**config.mk**
```make
export PLATFORM = sky130hd
export DESIGN_NAME = j1_loader
export DESIGN_NICKNAME = d
export VERILOG_FILES = /design/src/rtl/j1_loader_pkg.sv /design/src/rtl/j1_loader.sv
export SDC_FILE = /design/constraint.sdc
export NUM_CORES = 1
export LEC_CHECK = 0
export BUFFER_PORTS_ARGS = -buffer_cell sky130_fd_sc_hd__buf_2
export CAP_MARGIN = 25
export CORE_ASPECT_RATIO = 0.8
export CORE_MARGIN = 2
export CORE_UTILIZATION = 45
export CTS_BUF_LIST = sky130_fd_sc_hd__clkbuf_16
export DETAILED_ROUTE_END_ITERATION = 7
export SETUP_SLACK_MARGIN = 0.3
export SLEW_MARGIN = 10
export SYNTH_ARGS = -nofsm -noshare
export SYNTH_HDL_FRONTEND = slang
export SYNTH_SLANG_ARGS = --single-unit
```
**constraint.sdc**
```tcl
create_clock -name clk -period 2.3 [get_ports clk]
set_clock_uncertainty 0.1 [all_clocks]
set_input_delay 0.345 -clock clk [delete_from_list [all_inputs] [get_ports clk]]
set_output_delay 0.345 -clock clk [all_outputs]
set_load 0.05 [all_outputs]
```
**src/rtl/j1_loader_pkg.sv**
```systemverilog
// Shared types and constants for the j1 boot loader.
// The J1_LOADER_CSUM_EN build uses CSUM_W for its running-sum accumulator.
package j1_loader_pkg;

  typedef enum logic [2:0] {
    ST_IDLE   = 3'd0,
    ST_LEN_LO = 3'd1,
    ST_LEN_HI = 3'd2,
    ST_DAT_LO = 3'd3,
    ST_DAT_HI = 3'd4,
    ST_CSUM   = 3'd5,
    ST_RUN    = 3'd6,
    ST_ERR    = 3'd7
  } state_t;

  localparam logic [7:0] MAGIC_DEF = 8'hA5;
  localparam int         CSUM_W    = 8;

endpackage

```
**src/rtl/j1_loader.sv**
```systemverilog
// Boot loader: receives a framed image over a byte stream, writes 16-bit words to code RAM,
// then releases the j1 core from reset. Define J1_LOADER_CSUM_EN to expect and verify a checksum byte.
module j1_loader
  import j1_loader_pkg::*;
#(
  parameter int         AW    = 12,
  parameter logic [7:0] MAGIC = MAGIC_DEF
) (
  input  logic          clk,
  input  logic          resetq,
  input  logic [7:0]    in_data,
  input  logic          in_valid,
  output logic          in_ready,
  input  logic          reload,
  output logic          code_wr,
  output logic [AW-1:0] code_waddr,
  output logic [15:0]   code_wdata,
  output logic          cpu_reset,
  output logic          busy,
  output logic          err,
  output state_t        dbg_state
);

  // Byte stream handshake: a byte moves only on a cycle where in_valid and in_ready are both high;
  // in_data is don't-care otherwise, and in_ready never depends on in_valid.

`ifdef J1_LOADER_CSUM_EN
  localparam state_t S_END = ST_CSUM;
`else
  localparam state_t S_END = ST_RUN;
`endif

  state_t        r_state;
  state_t        w_state_n;
  logic [7:0]    r_len_lo;
  logic [7:0]    r_lo;
  logic [AW:0]   r_cnt;
  logic [AW-1:0] r_addr;
  logic          w_take;
  logic [15:0]   w_len_n;
  logic          w_oversize;
  logic          w_len_zero;
  logic          w_last_word;
`ifdef J1_LOADER_CSUM_EN
  logic [CSUM_W-1:0] r_csum;
  logic [CSUM_W-1:0] w_csum_sum;
`endif

  assign in_ready    = (r_state != ST_RUN);
  assign w_take      = in_valid & in_ready;
  assign w_len_n     = {in_data, r_len_lo};
  assign w_oversize  = (32'(w_len_n) > (32'd1 << AW));
  assign w_len_zero  = (w_len_n == 16'd0);
  assign w_last_word = (r_cnt == (AW+1)'(1));
`ifdef J1_LOADER_CSUM_EN
  assign w_csum_sum  = r_csum + in_data;
`endif

  assign cpu_reset = (r_state != ST_RUN);
  assign err       = (r_state == ST_ERR);
  assign busy      = (r_state == ST_LEN_LO) || (r_state == ST_LEN_HI) ||
                     (r_state == ST_DAT_LO) || (r_state == ST_DAT_HI) ||
                     (r_state == ST_CSUM);
  assign dbg_state = r_state;

  always_comb begin
    w_state_n = r_state;
    case (r_state)
      ST_IDLE, ST_ERR: if (w_take && in_data == MAGIC) w_state_n = ST_LEN_LO;
      ST_LEN_LO:       if (w_take) w_state_n = ST_LEN_HI;
      ST_LEN_HI: begin
        if (w_take) begin
          if (w_oversize)      w_state_n = ST_ERR;
          else if (w_len_zero) w_state_n = S_END;
          else                 w_state_n = ST_DAT_LO;
        end
      end
      ST_DAT_LO:       if (w_take) w_state_n = ST_DAT_HI;
      ST_DAT_HI:       if (w_take) w_state_n = w_last_word ? S_END : ST_DAT_LO;
`ifdef J1_LOADER_CSUM_EN
      ST_CSUM:         if (w_take) w_state_n = (w_csum_sum == '0) ? ST_RUN : ST_ERR;
`endif
      ST_RUN:          if (reload) w_state_n = ST_IDLE;
      default:         w_state_n = ST_IDLE;
    endcase
  end

  always_ff @(posedge clk or negedge resetq) begin
    if (!resetq) r_state <= ST_IDLE;
    else         r_state <= w_state_n;
  end

  always_ff @(posedge clk or negedge resetq) begin
    if (!resetq) begin
      r_len_lo   <= '0;
      r_lo       <= '0;
      r_cnt      <= '0;
      r_addr     <= '0;
      code_wr    <= 1'b0;
      code_waddr <= '0;
      code_wdata <= '0;
    end else begin
      code_wr <= 1'b0;
      if (w_take) begin
        case (r_state)
          ST_LEN_LO: r_len_lo <= in_data;
          ST_LEN_HI: begin
            r_cnt  <= w_len_n[AW:0];
            r_addr <= '0;
          end
          ST_DAT_LO: r_lo <= in_data;
          ST_DAT_HI: begin
            code_wr    <= 1'b1;
            code_waddr <= r_addr;
            code_wdata <= {in_data, r_lo};
            r_addr     <= r_addr + 1'b1;
            r_cnt      <= r_cnt - 1'b1;
          end
          default: ;
        endcase
      end
    end
  end

`ifdef J1_LOADER_CSUM_EN
  // MAGIC is not part of the sum; the accumulator restarts whenever a frame could begin.
  always_ff @(posedge clk or negedge resetq) begin
    if (!resetq) begin
      r_csum <= '0;
    end else if (w_take) begin
      if (r_state == ST_IDLE || r_state == ST_ERR) r_csum <= '0;
      else                                         r_csum <= w_csum_sum;
    end
  end
`endif

endmodule

```
Word level (Yosys, flattened, before mapping)
Index checks and enable logic that the tools add are counted.
{ "op_classes": {"add_sub_neg": 2, "order_cmp": 1, "n_eq_ne": 16, "muxes": 14, "n_bitwise": 1, "n_reduce_logical": 14} }
{ "ops": {"columns": ["operator", "count"], "rows": [
  ["$mux 3", 9],
  ["$pmux 13 s2", 1],
  ["$pmux 12 s2", 1],
  ["$pmux 3 s6", 1],
  ["$gt 16x13->1 const B", 1],
  ["$logic_not 16->1", 1],
  ["$eq 13x1->1 const B", 1],
  ["$sub 13x1->13 const B", 1],
  ["$add 12x1->12 const B", 1],
  ["$eq 3x3->1 const B", 4],
  ["$ne 2x2->1 const B", 6],
  ["$eq 8x8->1 const B", 1],
  ["$reduce_and 2->1", 4],
  ["$eq 3x2->1 const B", 2],
  ["$reduce_and 6->1", 1],
  ["$logic_or 1x1->1", 4],
  ["$eq 3x1->1 const B", 1],
  ["$logic_not 3->1", 1],
  ["$ne 3x3->1 const B", 1],
  ["$mux 1", 2],
  ["$reduce_bool 2->1", 1],
  ["$reduce_or 2->1", 1],
  ["$and 1x1->1", 1],
  ["$logic_and 1x1->1", 1]
]} }
{ "word_totals": {"ff_bits": 73, "input_bits": 12, "out_inout_bits": 36, "elab_cells": 56} }

Depth between registers and ports, before layout
Gate-level depths: netlist (run 1).
{ "depth": {"depth_word": 5, "mapped_depth": 7, "mapped_depth_nobuf": 7} }

Worst setup path after synthesis (run 1)
Ideal clock, no wire load.
{ "synth_timing": {"kind": "register to register", "from": "register r_state[1], in the netlist dbg_state[1]", "to": "register r_state[0], in the netlist dbg_state[0]", "setup_time_ps": 122, "arrival_time_ps": 2223, "t_required_ps": 2078, "slack_ps": -145, "stages_incl_launch_ff": 6, "n_path_buf": 0, "synth_period_minus_slack_ps": 2445, "cell_sequence": "dfrtp_1 -> nand3b_1 -> and4_1 -> nand2b_1 -> and3_1 -> a32o_1"} }
{ "synth_via": {"elab_chain_len": 5, "elab_cells_between_ends": 19, "cone_classes": "eq/ne: 13; mux: 1; bitwise: 1; reduce/logical: 4"} }
{ "synth_lines": {"columns": ["element", "line", "source"], "rows": [
  ["start, declared", "j1_loader.sv:33", "state_t r_state;"],
  ["start signal, assigned", "j1_loader.sv:90", "else r_state <= w_state_n;"],
  ["$ne 3x3->1 *", null, null],
  ["named net cpu_reset", "j1_loader.sv:18", "output logic cpu_reset,"],
  ["$and 1x1->1 *", "j1_loader.sv:50", "assign w_take = in_valid & in_ready;"],
  ["$logic_and 1x1->1", "j1_loader.sv:69", "ST_IDLE, ST_ERR: if (w_take && in_data == MAGIC) w_state_n = ST_LEN_LO;"],
  ["$ne 2x2->1 (no line)", null, null],
  ["$reduce_and 6->1 (no line) *", null, null]
]} }
Mark *: on every way through the listed nets, which the timed path passes. The rest lies on a longest branch.
A chain may end at the register's enable or synchronous reset.

Worst setup path after layout (run 1)
{ "layout_timing": {"from": "register r_state[1], in the netlist dbg_state[1]", "to": "output busy"} }
{ "layout_via": {"elab_chain_len": 5, "elab_cells_between_ends": 9, "cone_classes": "eq/ne: 5; reduce/logical: 4"} }
{ "layout_lines": {"columns": ["element", "line", "source"], "rows": [
  ["$eq 3x1->1 or $eq 3x2->1 (tied branches)", "j1_loader.sv:61", "assign busy = (r_state == ST_LEN_LO) || (r_state == ST_LEN_HI) ||"],
  ["$logic_or 1x1->1 (2 in series)", "j1_loader.sv:61", null],
  ["$logic_or 1x1->1", "j1_loader.sv:62", "(r_state == ST_DAT_LO) || (r_state == ST_DAT_HI) ||"],
  ["$logic_or 1x1->1 *", "j1_loader.sv:62", null],
  ["end, declared", "j1_loader.sv:19", "output logic busy,"]
]} }
Every way passes the cells marked *; elsewhere a longest branch is shown, timed or not.

==> results of run 1 <==
-- flip-flops by register name, summed over array words and instances (netlist names) --
signal / cells
code_wdata: 16
r_cnt: 13
code_waddr: 12
r_addr: 12
r_len_lo: 8
r_lo: 8
dbg_state: 3
code_wr: 1
-- metrics by stage --
| step | utilization | hold slack (ps) | instances |
|---|---|---|---|
| floorplan | - | -50.6 | 370 |
| global placement | 0.519 | 276 | 514 |
| CTS | 0.557 | 183 | 531 |
| finish | 0.559 | 196 | 531 |
| detailed placement | 0.519 | 273 | 514 |
| global route | 0.559 | 198 | 531 |
-- cells by family after synthesis --
family / Yosys count / share of synthesized area
AOI/OAI and AO/OA: 76 / 0.135
xor gates and xnor gates: 2 / 0.00507
adders and majority gates: 3 / 0.0109
buffers and inverters: 24 / 0.0329
DFF: 73 / 0.528
muxes: 17 / 0.0554
and+or+nand+nor: 175 / 0.233
-- path summary, 6_finish.rpt --
kind	end	cells past startpoint
max in group asynchronous	r_lo[2]	3
min in group asynchronous	r_addr[8]	2
setup / recovery	busy	3
hold / removal	code_wdata[13]	3
hold reg to reg	code_wdata[7]	2
setup reg to reg	dbg_state[0]	4
-- final cells by class --
type                            instances  area, um2  share of cell area
Multi-Input combinational cell        273       1530               0.368
Clock inverter                          7       48.8              0.0118
Timing Repair Buffer                   59        365              0.0880
Inverter                                5       21.3             0.00512
Clock buffer                            9        225              0.0542
Sequential cell                        73       1830               0.441
Tap cell                              105        131              0.0316
-- routing by layer --
| metal | GRT usage | up-vias | routed length, um |
|---|---|---|---|
| met2 | 0.330 | 73 | 3670 |
| met1 | 0.283 | 1393 | 3950 |
| met3 | 0.0673 | 5 | 490 |
| met4 | 0.0413 | 0 | 57 |
| li1 | - | 1412 | - |
| met5 | 0 | - | 0 |
-- repair_timing --
action	4_1_cts	5_1_grt
hold endpoints to repair	21	0
resized for setup	0	3
endpoints found under the setup margin	0	4
hold buffers	1	0
-- worst reg2reg max path, delay by kind of cell, from the launching register on --
kind	cells	cell delay [ps]
flops	1	540
simple gates	2	510
mux	1	370
compound gates	1	210
-- where the power goes --
group,internal [mW],switching (mW)
sequential,1.73,0.421
clock,0.727,0.542
combinational,0.752,1.58
total,3.21,2.55
-- cells in the final DEF, fill, tap and decap left out, drive strengths merged, types with 2 or more instances in the layout --
master	count
clkbuf	9
nand3	5
nand2b	3
and3b	2
nor3	9
nor2	21
inv	6
nor4	7
a32oi	3
mux2	17
nand3b	4
nand2	107
a21oi	15
buf	58
clkinv	3
a31oi	3
a22oi	2
and3	4
o211ai	2
nand4	4
dfrtp	73
o22ai	2
o31ai	3
clkinvlp	3
ha	3
or3	4
o2bb2ai	3
o21ai	34
o21a	2
==> summary by stage, run 1 <==
Yosys
After synthesis the netlist holds a flip-flop and latch count of 73. The share of the synthesized area in the top cell type is 0.528. By area the synthesized netlist is led by sky130_fd_sc_hd__dfrtp_1 (53%), sky130_fd_sc_hd__nand2_1 (12%), sky130_fd_sc_hd__mux2_1 (5.2%). The synthesized netlist occupies a cell area of 0.00346 mm2. In this run, synthesis inferred 0 flip-flops with an integrated enable.

The number of nets in the synthesized netlist is around 390. The synthesized design spends more area on one cell type than any other, namely sky130_fd_sc_hd__dfrtp_1. The cell with the most instances after synthesis is sky130_fd_sc_hd__nand2_1. The number of warnings printed during yosys synthesis is 0. The synthesized area per cell is 9.35 um2. The share of async-settable or async-resettable flops after synthesis is 1.00. The commonest cells after synthesis are sky130_fd_sc_hd__nand2_1 (107), sky130_fd_sc_hd__dfrtp_1 (73), sky130_fd_sc_hd__o21ai_1 (34), sky130_fd_sc_hd__nor2_1 (21), sky130_fd_sc_hd__mux2_1 (16). Yosys mapped the design onto 49 distinct sky130hd cell types. In the synthesized netlist the dominant register cell turns out to be sky130_fd_sc_hd__dfrtp_1. Of the synthesized area, sequential elements account for 0.528. The count of mapped cells out of synthesis is 370.

STA
For the pin with the worst max-slew slack, the measured transition is 578 ps. Setup repair after global routing could not meet its margin everywhere. The upper clock frequency limit is 528 MHz. The final max-slew violation count is 0.

The sum of negative setup slack is 0 ps. The total count of hold-check failures in the final report is 0. Once routing completed, OpenROAD measured the worst setup slack at ~400 ps. The number of setup violations in the final report is 0. The worst max-slew margin expressed relative to the limit is 0.615. The post-route minimum period is 1900 ps. Dividing the final minimum period by the clock period gives 0.824.

Detailed routing
Dividing the detail-routed via count by the number of cells gives 5.43. Summing over every cut layer, the via total after detailed routing is around 2900. The length of the first detailed-routing pass in iterations is 4. For this block, the routed nets add up to slightly above 8000 um of wire. The final routed wire length divided by cell count is ~15 um. The detail route stage leaves a number of antenna-violating nets equal to 0.

In the routed design, unresolved DRC markers number 0. In this run, the number of DRC markers left after iteration 0 of detailed routing was 149.

Clock tree
CTS saw 73 sinks. The TritonCTS clock tree is yes. The CTS H-tree depth is 3.

The clock latency on the worst-skew pair is 330 ps. The total CTS buffers is 9. The post-CTS repair timing setup buffer count is 0. The root buffer selected by CTS is sky130_fd_sc_hd__clkbuf_16. The clock slew seen by the registers of the worst setup and hold paths is 60 ps. The clock passes through at most 2 buffers.

Layout
The final design instance area without fill is roughly 0.0042 mm2. The number of nets at the end of the flow is around 440. The synthesis-to-finish area growth is 20.0%.

0 antenna diodes ended up in the layout. The total of fill cells in the finished design is 694. The layout cell share with drive strength beyond 1 is 0.200.

Worst setup path
The reg-to-reg startpoint is dbg_state[1]. The standard cell with the maximum stage delay on the critical path is sky130_fd_sc_hd__dfrtp_2. The slack of the worst reg-to-reg path is between 400 and 500 ps. The kind of capture point of the worst setup path is an output port. The critical path is of the reg2out type. The arrival time of the worst setup path is 1450 ps. The critical path startpoint is dbg_state[1]. Walking the worst path, the cells encountered are nor3_1 > a21oi_1 > buf_2.

The endpoint required time on the critical path is 1860 ps. The longest individual stage delay on the worst path is 520 ps. The startpoint kind of the worst setup timing path is a flop. Of all nets on the critical path, the largest fanout is 16. The cell class contributing the biggest share of worst-path delay is flip-flops. The buffers plus inverters on the worst setup path is 1.

Floorplan
between 40 and 50 I/O pins were placed. After floorplanning, the core was sized to cover 0.00743 mm2. The initial utilization of the core area, before any placement, comes to 0.466. The die width is 102 um.

The site row count is 28. The floorplan die area is 0.00841 mm2. From bottom edge to top edge, the die measures 82.4 um.

Place
After detailed placement, the total cell area comes to 0.00385 mm2. Once detailed placement completed, the half-perimeter wirelength came to 5560 um. The minimum setup slack after placement is between 400 and 500 ps. Buffers placed on the I/O ports in this run total 47. Routability-driven placement finished with a final weighted congestion of 0.827.

Power and ir drop
Summed over all cells, the static leakage comes to 1.97 nW. The peak supply drop is 0.808 mV. The overall power is 5.76 mW.

For this design the ratio of total power to cell area is 1390 mW/mm2.

Worst hold path
The tightest min-delay check is of the in2reg type. The launch instance of the worst min-delay path is in_data[5].

Global routing
The initial antenna violation count is 0. Global routing finished with a remaining overflow of 0. The via count of the first global-routing pass is roughly 2600. Across every metal layer, demand over resource in global routing totals 0.208. The first global-routing pass estimated 13300 um of wire.

The pin count of the biggest net entering global routing is 33.

Outcome
The flow ran to the end, and the final reports show no timing, DRC or antenna violations.

Flow run
The max capacitance violation total is 0.
No activity file was read; power rests on OpenSTA's default activity.
==> run 2, diff against run 1 <==
Settings changed: ABC_AREA from default to 1.
Clock period 2.3 ns to 1.8 ns, I/O delays scaled along.
==> summary by stage, run 2 <==
Global routing
The via count of the first global-routing pass is 3024 (was 2636). The sum of overflow across all layers after global routing is 0 (unchanged). The pin count of the biggest net entering global routing is 74 (was 33).

The aggregate global-route resource usage is 0.222 (was 0.208). The initial antenna violation count came to 0 (unchanged). The first-pass GRT wire length is 14800 um (was 13300 um).

Yosys
The share of async-settable or async-resettable flops after synthesis is 1.00 (unchanged). The number of distinct library cells after synthesis was 29 (was 49). The share of the synthesized area in the top cell type is 0.520 (was 0.528). The synthesized area per cell is 7.88 um2 (was 9.35 um2). The net count of the mapped netlist is 461 (was 385). The area of the mapped netlist is 0.00352 mm2 (was 0.00346 mm2). Top cells by area in the synthesized netlist: sky130_fd_sc_hd__dfrtp_1 (52%), sky130_fd_sc_hd__nand2_1 (17%), sky130_fd_sc_hd__o21ai_0 (5.7%) (was sky130_fd_sc_hd__dfrtp_1 (53%), sky130_fd_sc_hd__nand2_1 (12%), sky130_fd_sc_hd__mux2_1 (5.2%)). The flop and latch count out of synthesis was 73 (unchanged). The number of warnings printed during yosys synthesis came to 0 (unchanged).

Commonest cells in the netlist: sky130_fd_sc_hd__nand2_1 (163), sky130_fd_sc_hd__dfrtp_1 (73), sky130_fd_sc_hd__inv_1 (42), sky130_fd_sc_hd__o21ai_0 (40), sky130_fd_sc_hd__nor2_1 (36) (was sky130_fd_sc_hd__nand2_1 (107), sky130_fd_sc_hd__dfrtp_1 (73), sky130_fd_sc_hd__o21ai_1 (34), sky130_fd_sc_hd__nor2_1 (21), sky130_fd_sc_hd__mux2_1 (16)). The cell with the most instances after synthesis is sky130_fd_sc_hd__nand2_1 (unchanged). The count of flip-flops with a built-in enable after synthesis came to 0 (unchanged). The sequential-to-total area share from yosys stat is 0.520 (was 0.528).

The count of mapped cells out of synthesis was 446 (was 370). The most area-hungry cell type in the Yosys netlist is sky130_fd_sc_hd__dfrtp_1 (unchanged). The main flop type after synthesis is sky130_fd_sc_hd__dfrtp_1 (unchanged).

STA
The number of setup violations in the final report is 0 (unchanged). The worst max-slew margin expressed relative to the limit was 0.740 (was 0.615). The total count of hold-check failures in the final report is 0 (unchanged).

The final max-slew violation count is 0 (unchanged). The worst path in the final design needs a cycle of 1720 ps, including I/O delays and setup. In the finished design, the share of the clock period the worst path needs comes to 0.955. The transition time at the pin with the least slew margin is 390 ps (was 578 ps). The sum of negative setup slack is 0 ps (unchanged). RSZ-0062 raised after global routing: yes (unchanged). Derived from the worst setup path, the maximum achievable clock frequency is 582 MHz.

Worst setup path
The kind of capture point of the worst setup path was an output port (unchanged). The arrival time of the worst setup path was 1350 ps (was 1450 ps). The endpoint required time on the critical path is 1430 ps (was 1860 ps). The standard cell with the maximum stage delay on the critical path is sky130_fd_sc_hd__dfrtp_4 (was sky130_fd_sc_hd__dfrtp_2). The path type of the worst setup path is reg2out (unchanged). The startpoint kind of the worst setup timing path is a flop (unchanged). The longest individual stage delay on the worst path was 510 ps (was 520 ps).

The cell class contributing the biggest share of worst-path delay is flip-flops (unchanged). Cell-by-cell trace of the critical path: nor2_4 > inv_1 > nand2_2 > o21ai_2 > buf_6 (was nor3_1 > a21oi_1 > buf_2). The buffers plus inverters on the worst setup path is 2 (was 1). The largest fanout of any net on the critical path came to 4 (was 16).

Detailed routing
The remaining antenna violation count after routing is 0 (unchanged). The length of the first detailed-routing pass in iterations is 4 (unchanged). The final routed wire length divided by cell count is 14.9 um (was 15.4 um). The number of DRC violations after detailed-routing iteration 0 is 164 (was 149).

The number of vias in the routed layout was 3256 (was 2883). The remaining design rule violation count is 0 (unchanged). The number of vias per cell after detailed routing came to 5.05 (was 5.43). The wire length after detailed routing came to 9610 um (was 8170 um).

Clock tree
The root buffer selected by CTS is sky130_fd_sc_hd__clkbuf_16 (unchanged). The clock latency on the worst-skew pair is 340 ps (was 330 ps). The CTS H-tree depth is 3 (unchanged). The TritonCTS clock tree is yes (unchanged). The clock slew seen by the registers of the worst setup and hold paths is 60 ps (about the same). The count of clock tree sinks came to 73 (unchanged).

The number of buffers on the longest clock path was 2 (unchanged). The total CTS buffers came to 9 (unchanged).

Layout
The number of flip-flops in the largest register came to 16 (unchanged). The layout cell share with drive strength beyond 1 is 0.343 (was 0.200). The area taken by multi-input logic gates is 0.00175 mm2 (was 0.00153 mm2).

The number of nets at the end of the flow is 550 (was 436). The final core utilization is 0.671 (was 0.559). Most frequent cells in the layout: sky130_fd_sc_hd__nand2_1 (142), sky130_fd_sc_hd__dfrtp_1 (70), sky130_fd_sc_hd__buf_2 (41) (was sky130_fd_sc_hd__nand2_1 (107), sky130_fd_sc_hd__dfrtp_1 (70), sky130_fd_sc_hd__buf_2 (47)). The leading cell type in the layout, fill and taps excluded is sky130_fd_sc_hd__nand2_1 (unchanged). The total of fill cells in the finished design is 637 (was 694). The register containing the most flip-flops in the final layout is code_wdata (unchanged). Largest registers: code_wdata: 16 flops, r_cnt: 13 flops (unchanged).

The synthesis-to-finish area growth is 43.0% (was 20.0%). The number of antenna repair diodes came to 0 (unchanged). The storage element area is 0.00184 mm2 (was 0.00183 mm2).

Floorplan
The number of top-level pins was 48 (unchanged). The core footprint is 0.00750 mm2 (was 0.00743 mm2). The vertical extent of the die is 83.1 um (was 82.4 um). The floorplan die area is 0.00854 mm2 (was 0.00841 mm2). The site row count was 28 (unchanged). The effective utilization at floorplan is 0.469 (was 0.466). The die width is 103 um (was 102 um).

Place
The detailed-placement wirelength estimate is 5700 um (was 5560 um). The number of port buffers is 47 (unchanged). The placer's final routability congestion estimate is 0.834 (was 0.827).

Worst hold path
The worst hold-check path type was in2reg (unchanged).

Power and ir drop
The overall power is 8.90 mW (was 5.76 mW). The power per standard cell area came to 1770 mW/mm2 (was 1390 mW/mm2). The static leakage is 2.55 nW (was 1.97 nW). The peak supply drop was 1.14 mV (was 0.808 mV).

Flow run
The max capacitance violation total is 0 (unchanged).

Outcome
Outcome: complete, no violations (unchanged).
## run 2: cell types whose count changed after synthesis, sizes merged, moves of 4 or more
cell | previous run | this run
nand2 | 107 | 167
inv | 5 | 44
o21ai | 34 | 53
mux2 | 17 | 0
nor2 | 21 | 38
nand3 | 5 | 18
nor4 | 7 | 1
a21oi | 15 | 10
nor3 | 9 | 4
and3 | 4 | 0
clkbuf | 6 | 2
o211ai | 2 | 6
or3 | 4 | 0
## run 2: where the power goes
| group | switching (mW) | internal [mW] |
|---|---|---|
| registers | 0.501 | 2.27 |
| logic | 2.87 | 1.61 |
| clock network | 0.722 | 0.939 |
| total | 4.09 | 4.81 |
## run 2: repair_timing
item	4_1_cts	5_1_grt
gates resized for setup	68	77
gates cloned	4	3
endpoints found under the hold margin	73	0
buffers inserted	19	10
setup endpoints to repair	66	78
hold buffers	1	0
pin swaps	14	21
## run 2: cells by family after synthesis
group                    after synthesis  share of synthesized area
AND/OR/NAND/NOR                      232                      0.267
flip-flops                            73                      0.520
buffers and inverters                 60                     0.0779
adder cells (fa/ha/maj)                3                     0.0107
XOR/XNOR                               3                    0.00747
AO/OA/AOI/OAI                         75                      0.118
## run 2: final timing paths
path                               startpoint              to  slack, ps  depth (start not counted)
worst max register to register   dbg_state[1]       r_addr[5]        130                          9
min in group asynchronous              resetq       r_addr[5]        400                          3
worst max-delay path             dbg_state[1]            busy         80                          5
max in group asynchronous              resetq    dbg_state[2]        850                          3
worst min-delay path               in_data[7]  code_wdata[15]        180                          3
worst min register to register  code_wdata[7]   code_wdata[7]        370                          2
## run 2: layer usage
metal	vias to the layer above	share of wire	GRT usage
met1	1525	0.47	0.330
met5	-	0	0
met2	103	0.46	0.326
li1	1611	-	-
met3	17	0.057	0.0480
met4	0	0.016	0.0646
## run 2: layout make-up
class,instances,area share
repair inverters,3,0.00672
flip-flops and latches,73,0.365
well taps,105,0.0261
clock buffers,9,0.0448
inverters,44,0.0378
repair buffers,90,0.161
multi-input cells,314,0.348
clock inverters,7,0.0105
## run 2: worst min-delay path, delay by kind of cell
| family | cells | cell delay (ps) |
|---|---|---|
| AOI/OAI and AO/OA | 1 | 130 |
| buffers and inverters | 2 | 180 |
## run 2: stage by stage
stage | cell area, um2 | hold WS [ps] | worst slack (ps) | std cells
6_report | 5030 | 179 | 80.9 | 645
5_1_grt | 5030 | 209 | 50.9 | 645
3_3_place_gp | 3900 | 236 | 142 | 592
2_1_floorplan | 3550 | -126 | 137 | 446
4_1_cts | 4640 | 183 | 152 | 632
3_5_place_dp | 3900 | 231 | 78.5 | 592
==> run 3, diff against run 2 <==
Settings changed: CORE_ASPECT_RATIO 0.8 to 1.25, CORE_UTILIZATION 45 to 57, PLACE_DENSITY from default to 0.79.
==> summary by stage, run 3 (synthesis gave the netlist of run 2 again) <==
Outcome
Outcome: complete, no violations (unchanged).

Worst setup path
The longest individual stage delay on the worst path is 500 ps (was 510 ps). Cell-by-cell trace of the critical path: nor2_4 > buf_6 > nand2_8 > nor2_4 > inv_6 > buf_12 > buf_16 > nand2_1 > o21ai_1 (was nor2_4 > inv_1 > nand2_2 > o21ai_2 > buf_6). The cell that appears most often on the critical path is sky130_fd_sc_hd__nor2_4.

The slack of the worst reg-to-reg path is 90 ps (was 130 ps). The path type of the worst setup path is reg2reg (was reg2out). The largest fanout of any net on the critical path was 12 (was 4). The startpoint kind of the worst setup timing path was a flop (unchanged). The buffers plus inverters on the worst setup path was 4 (was 2). The standard cell with the maximum stage delay on the critical path is sky130_fd_sc_hd__dfrtp_4 (unchanged). The kind of capture point of the worst setup path is a flop (was output port). The endpoint required time on the critical path is 1920 ps (was 1430 ps).

The cell class contributing the biggest share of worst-path delay was flip-flops (unchanged). The arrival time of the worst setup path is 1830 ps (was 1350 ps).

Detailed routing
The highest signal layer in the routed design is met4 (unchanged). The sum of met3 wire segment lengths after detailed routing came to 878 um (was 550 um). The detailed-route wire length on metal 1 is 3980 um (was 4510 um). The final routed wire length divided by cell count is 17.6 um (was 14.9 um). The number of vias per cell after detailed routing is 5.79 (was 5.05). The total met2 wirelength after detailed routing is 5500 um (was 4400 um). The number of DRC violations after detailed-routing iteration 0 is 364 (was 164). The length of the first detailed-routing pass in iterations is 5 (was 4).

The remaining antenna violation count after routing is 0 (unchanged). The wire length after detailed routing came to 10800 um (was 9610 um). The number of vias in the routed layout came to 3573 (was 3256).

The remaining design rule violation count came to 0 (unchanged).

Power and ir drop
The static leakage came to 2.53 nW (was 2.55 nW). The design internal power is 4.79 mW (was 4.81 mW). The power per standard cell area was 1820 mW/mm2 (was 1770 mW/mm2).

The power share of the sequential group was 0.312 (was 0.311). The proportion of power drawn by the clock network came to 0.197 (was 0.187). The peak supply drop came to 1.39 mV (was 1.14 mV).

The combinational cell fraction of total power came to 0.491 (was 0.503). The switching power of the nets was 4.14 mW (was 4.09 mW). The switching power as a share of total power came to 0.464 (was 0.460).

Layout
The number of flip-flops in the largest register is 16 (unchanged). The leading cell type in the layout, fill and taps excluded was sky130_fd_sc_hd__nand2_1 (unchanged). The number of antenna repair diodes is 0 (unchanged). The final cell count without fillers is 617 (was 645). The number of nets at the end of the flow is 542 (was 550).

The layout cell share with drive strength beyond 1 came to 0.329 (was 0.343). The synthesis-to-finish area growth was 39.5% (was 43.0%). Most frequent cells in the layout: sky130_fd_sc_hd__nand2_1 (144), sky130_fd_sc_hd__dfrtp_1 (70), sky130_fd_sc_hd__buf_2 (41) (was sky130_fd_sc_hd__nand2_1 (142), sky130_fd_sc_hd__dfrtp_1 (70), sky130_fd_sc_hd__buf_2 (41)). Largest registers: code_wdata: 16 flops, r_cnt: 13 flops (unchanged).

The register containing the most flip-flops in the final layout is code_wdata (unchanged).

STA
The transition time at the pin with the least slew margin came to 381 ps (was 390 ps). The post-route minimum period is 1710 ps (was 1720 ps). The final max-slew violation count came to 0 (unchanged). The total count of hold-check failures in the final report is 0 (unchanged).

The post-route worst hold slack is 186 ps (was 179 ps). The number of setup violations in the final report is 0 (unchanged). RSZ-0062 raised after global routing: yes (unchanged).

The part of the cycle the worst path needs is 0.949 (was 0.955). The sum of negative setup slack was 0 ps (unchanged). The worst max-slew margin expressed relative to the limit was 0.746 (was 0.740). The upper clock frequency limit is 585 MHz (was 582 MHz).

Global routing
The pin count of the biggest net entering global routing is 74 (unchanged). The aggregate global-route resource usage is 0.326 (was 0.222). The sum of overflow across all layers after global routing came to 0 (unchanged). The via count of the first global-routing pass came to 3452 (was 3024).

The initial antenna violation count is 0 (unchanged). The first-pass GRT wire length was 16700 um (was 14800 um).

Place
The detailed-placement wirelength estimate is 5230 um (was 5700 um). The placer's final routability congestion estimate is 0.857 (was 0.834). The placed cell count is 572 (was 592). The number of port buffers is 47 (unchanged).

Floorplan
The floorplan die area came to 0.00682 mm2 (was 0.00854 mm2). The site row count is 32 (was 28). The effective utilization at floorplan came to 0.578 (was 0.469). The vertical extent of the die is 91.8 um (was 83.1 um). The number of top-level pins came to 48 (unchanged).

The core footprint was 0.00609 mm2 (was 0.00750 mm2). The die width was 74.2 um (was 103 um).

Clock tree
The TritonCTS clock tree is yes (unchanged). The total CTS buffers came to 9 (unchanged). The clock slew seen by the registers of the worst setup and hold paths is 60 ps (about the same). The CTS H-tree depth is 3 (unchanged).

The clock latency on the worst-skew pair is 340 ps (about the same). The count of clock tree sinks is 73 (unchanged). The root buffer selected by CTS is sky130_fd_sc_hd__clkbuf_16 (unchanged). The number of buffers on the longest clock path is 2 (unchanged).

Flow run
The max capacitance violation total was 0 (unchanged).

Worst hold path
The worst hold-check path type was in2reg (unchanged).
-- run 3: final timing paths --
kind / from / endpoint / depth (start not counted)
max: dbg_state[1] / code_waddr[1] / 9
min: in_data[6] / r_len_lo[6] / 3
max reg2reg: dbg_state[1] / code_waddr[1] / 9
min reg2reg: r_cnt[11] / r_cnt[11] / 2
max in group asynchronous: resetq / dbg_state[2] / 3
min in group asynchronous: resetq / code_wdata[5] / 3
-- run 3: tightest hold or removal path: stages --
cell                      delay [ps]
sky130_fd_sc_hd__buf_2            90
sky130_fd_sc_hd__inv_1            70
sky130_fd_sc_hd__o21ai_0         150
-- run 3: routing by layer --
layer / GRT usage / vias up
met5: 0 / -
met3: 0.0912 / 48
met1: 0.394 / 1699
met2: 0.523 / 234
li1: - / 1592
met4: 0.168 / 0
-- run 3: power by group through the flow --
stage	logic, mW	registers [mW]	clock network (mW)
2_1_floorplan	1.60	3.52	0
3_3_place_gp	3.11	2.70	0
3_5_place_dp	3.17	2.71	0
4_1_cts	3.83	2.72	1.74
5_1_grt	4.70	2.85	1.85
6_report	4.38	2.79	1.76
-- run 3: stage by stage --
step	power [mW]	setup WS, ps	instance area, um2	utilization
final	8.93	91.9	4910	0.806
after detailed placement	5.88	134	3890	0.639
after floorplan	5.13	137	3550	-
after CTS	8.30	154	4680	0.769
after global routing	9.39	21.6	4910	0.806
after global placement	5.81	197	3890	0.639
-- run 3: final cells by class --
cell class / instances / area, um2
multi-input combinational: 314 / 1730
sequential: 73 / 1840
clock inverter: 7 / 62.6
tap: 85 / 106
fill: 359 / 1180
timing repair inverter: 1 / 8.76
timing repair buffer: 84 / 743
inverter: 44 / 193
clock buffer: 9 / 225
-- run 3: timing repair --
action,in CTS,in global routing
cloned,6,0
hold endpoints to repair,73,0
gates resized for setup,74,65
hold buffers,1,0
buffers inserted,17,5
endpoints found under the setup margin,49,78
pin swaps,18,10
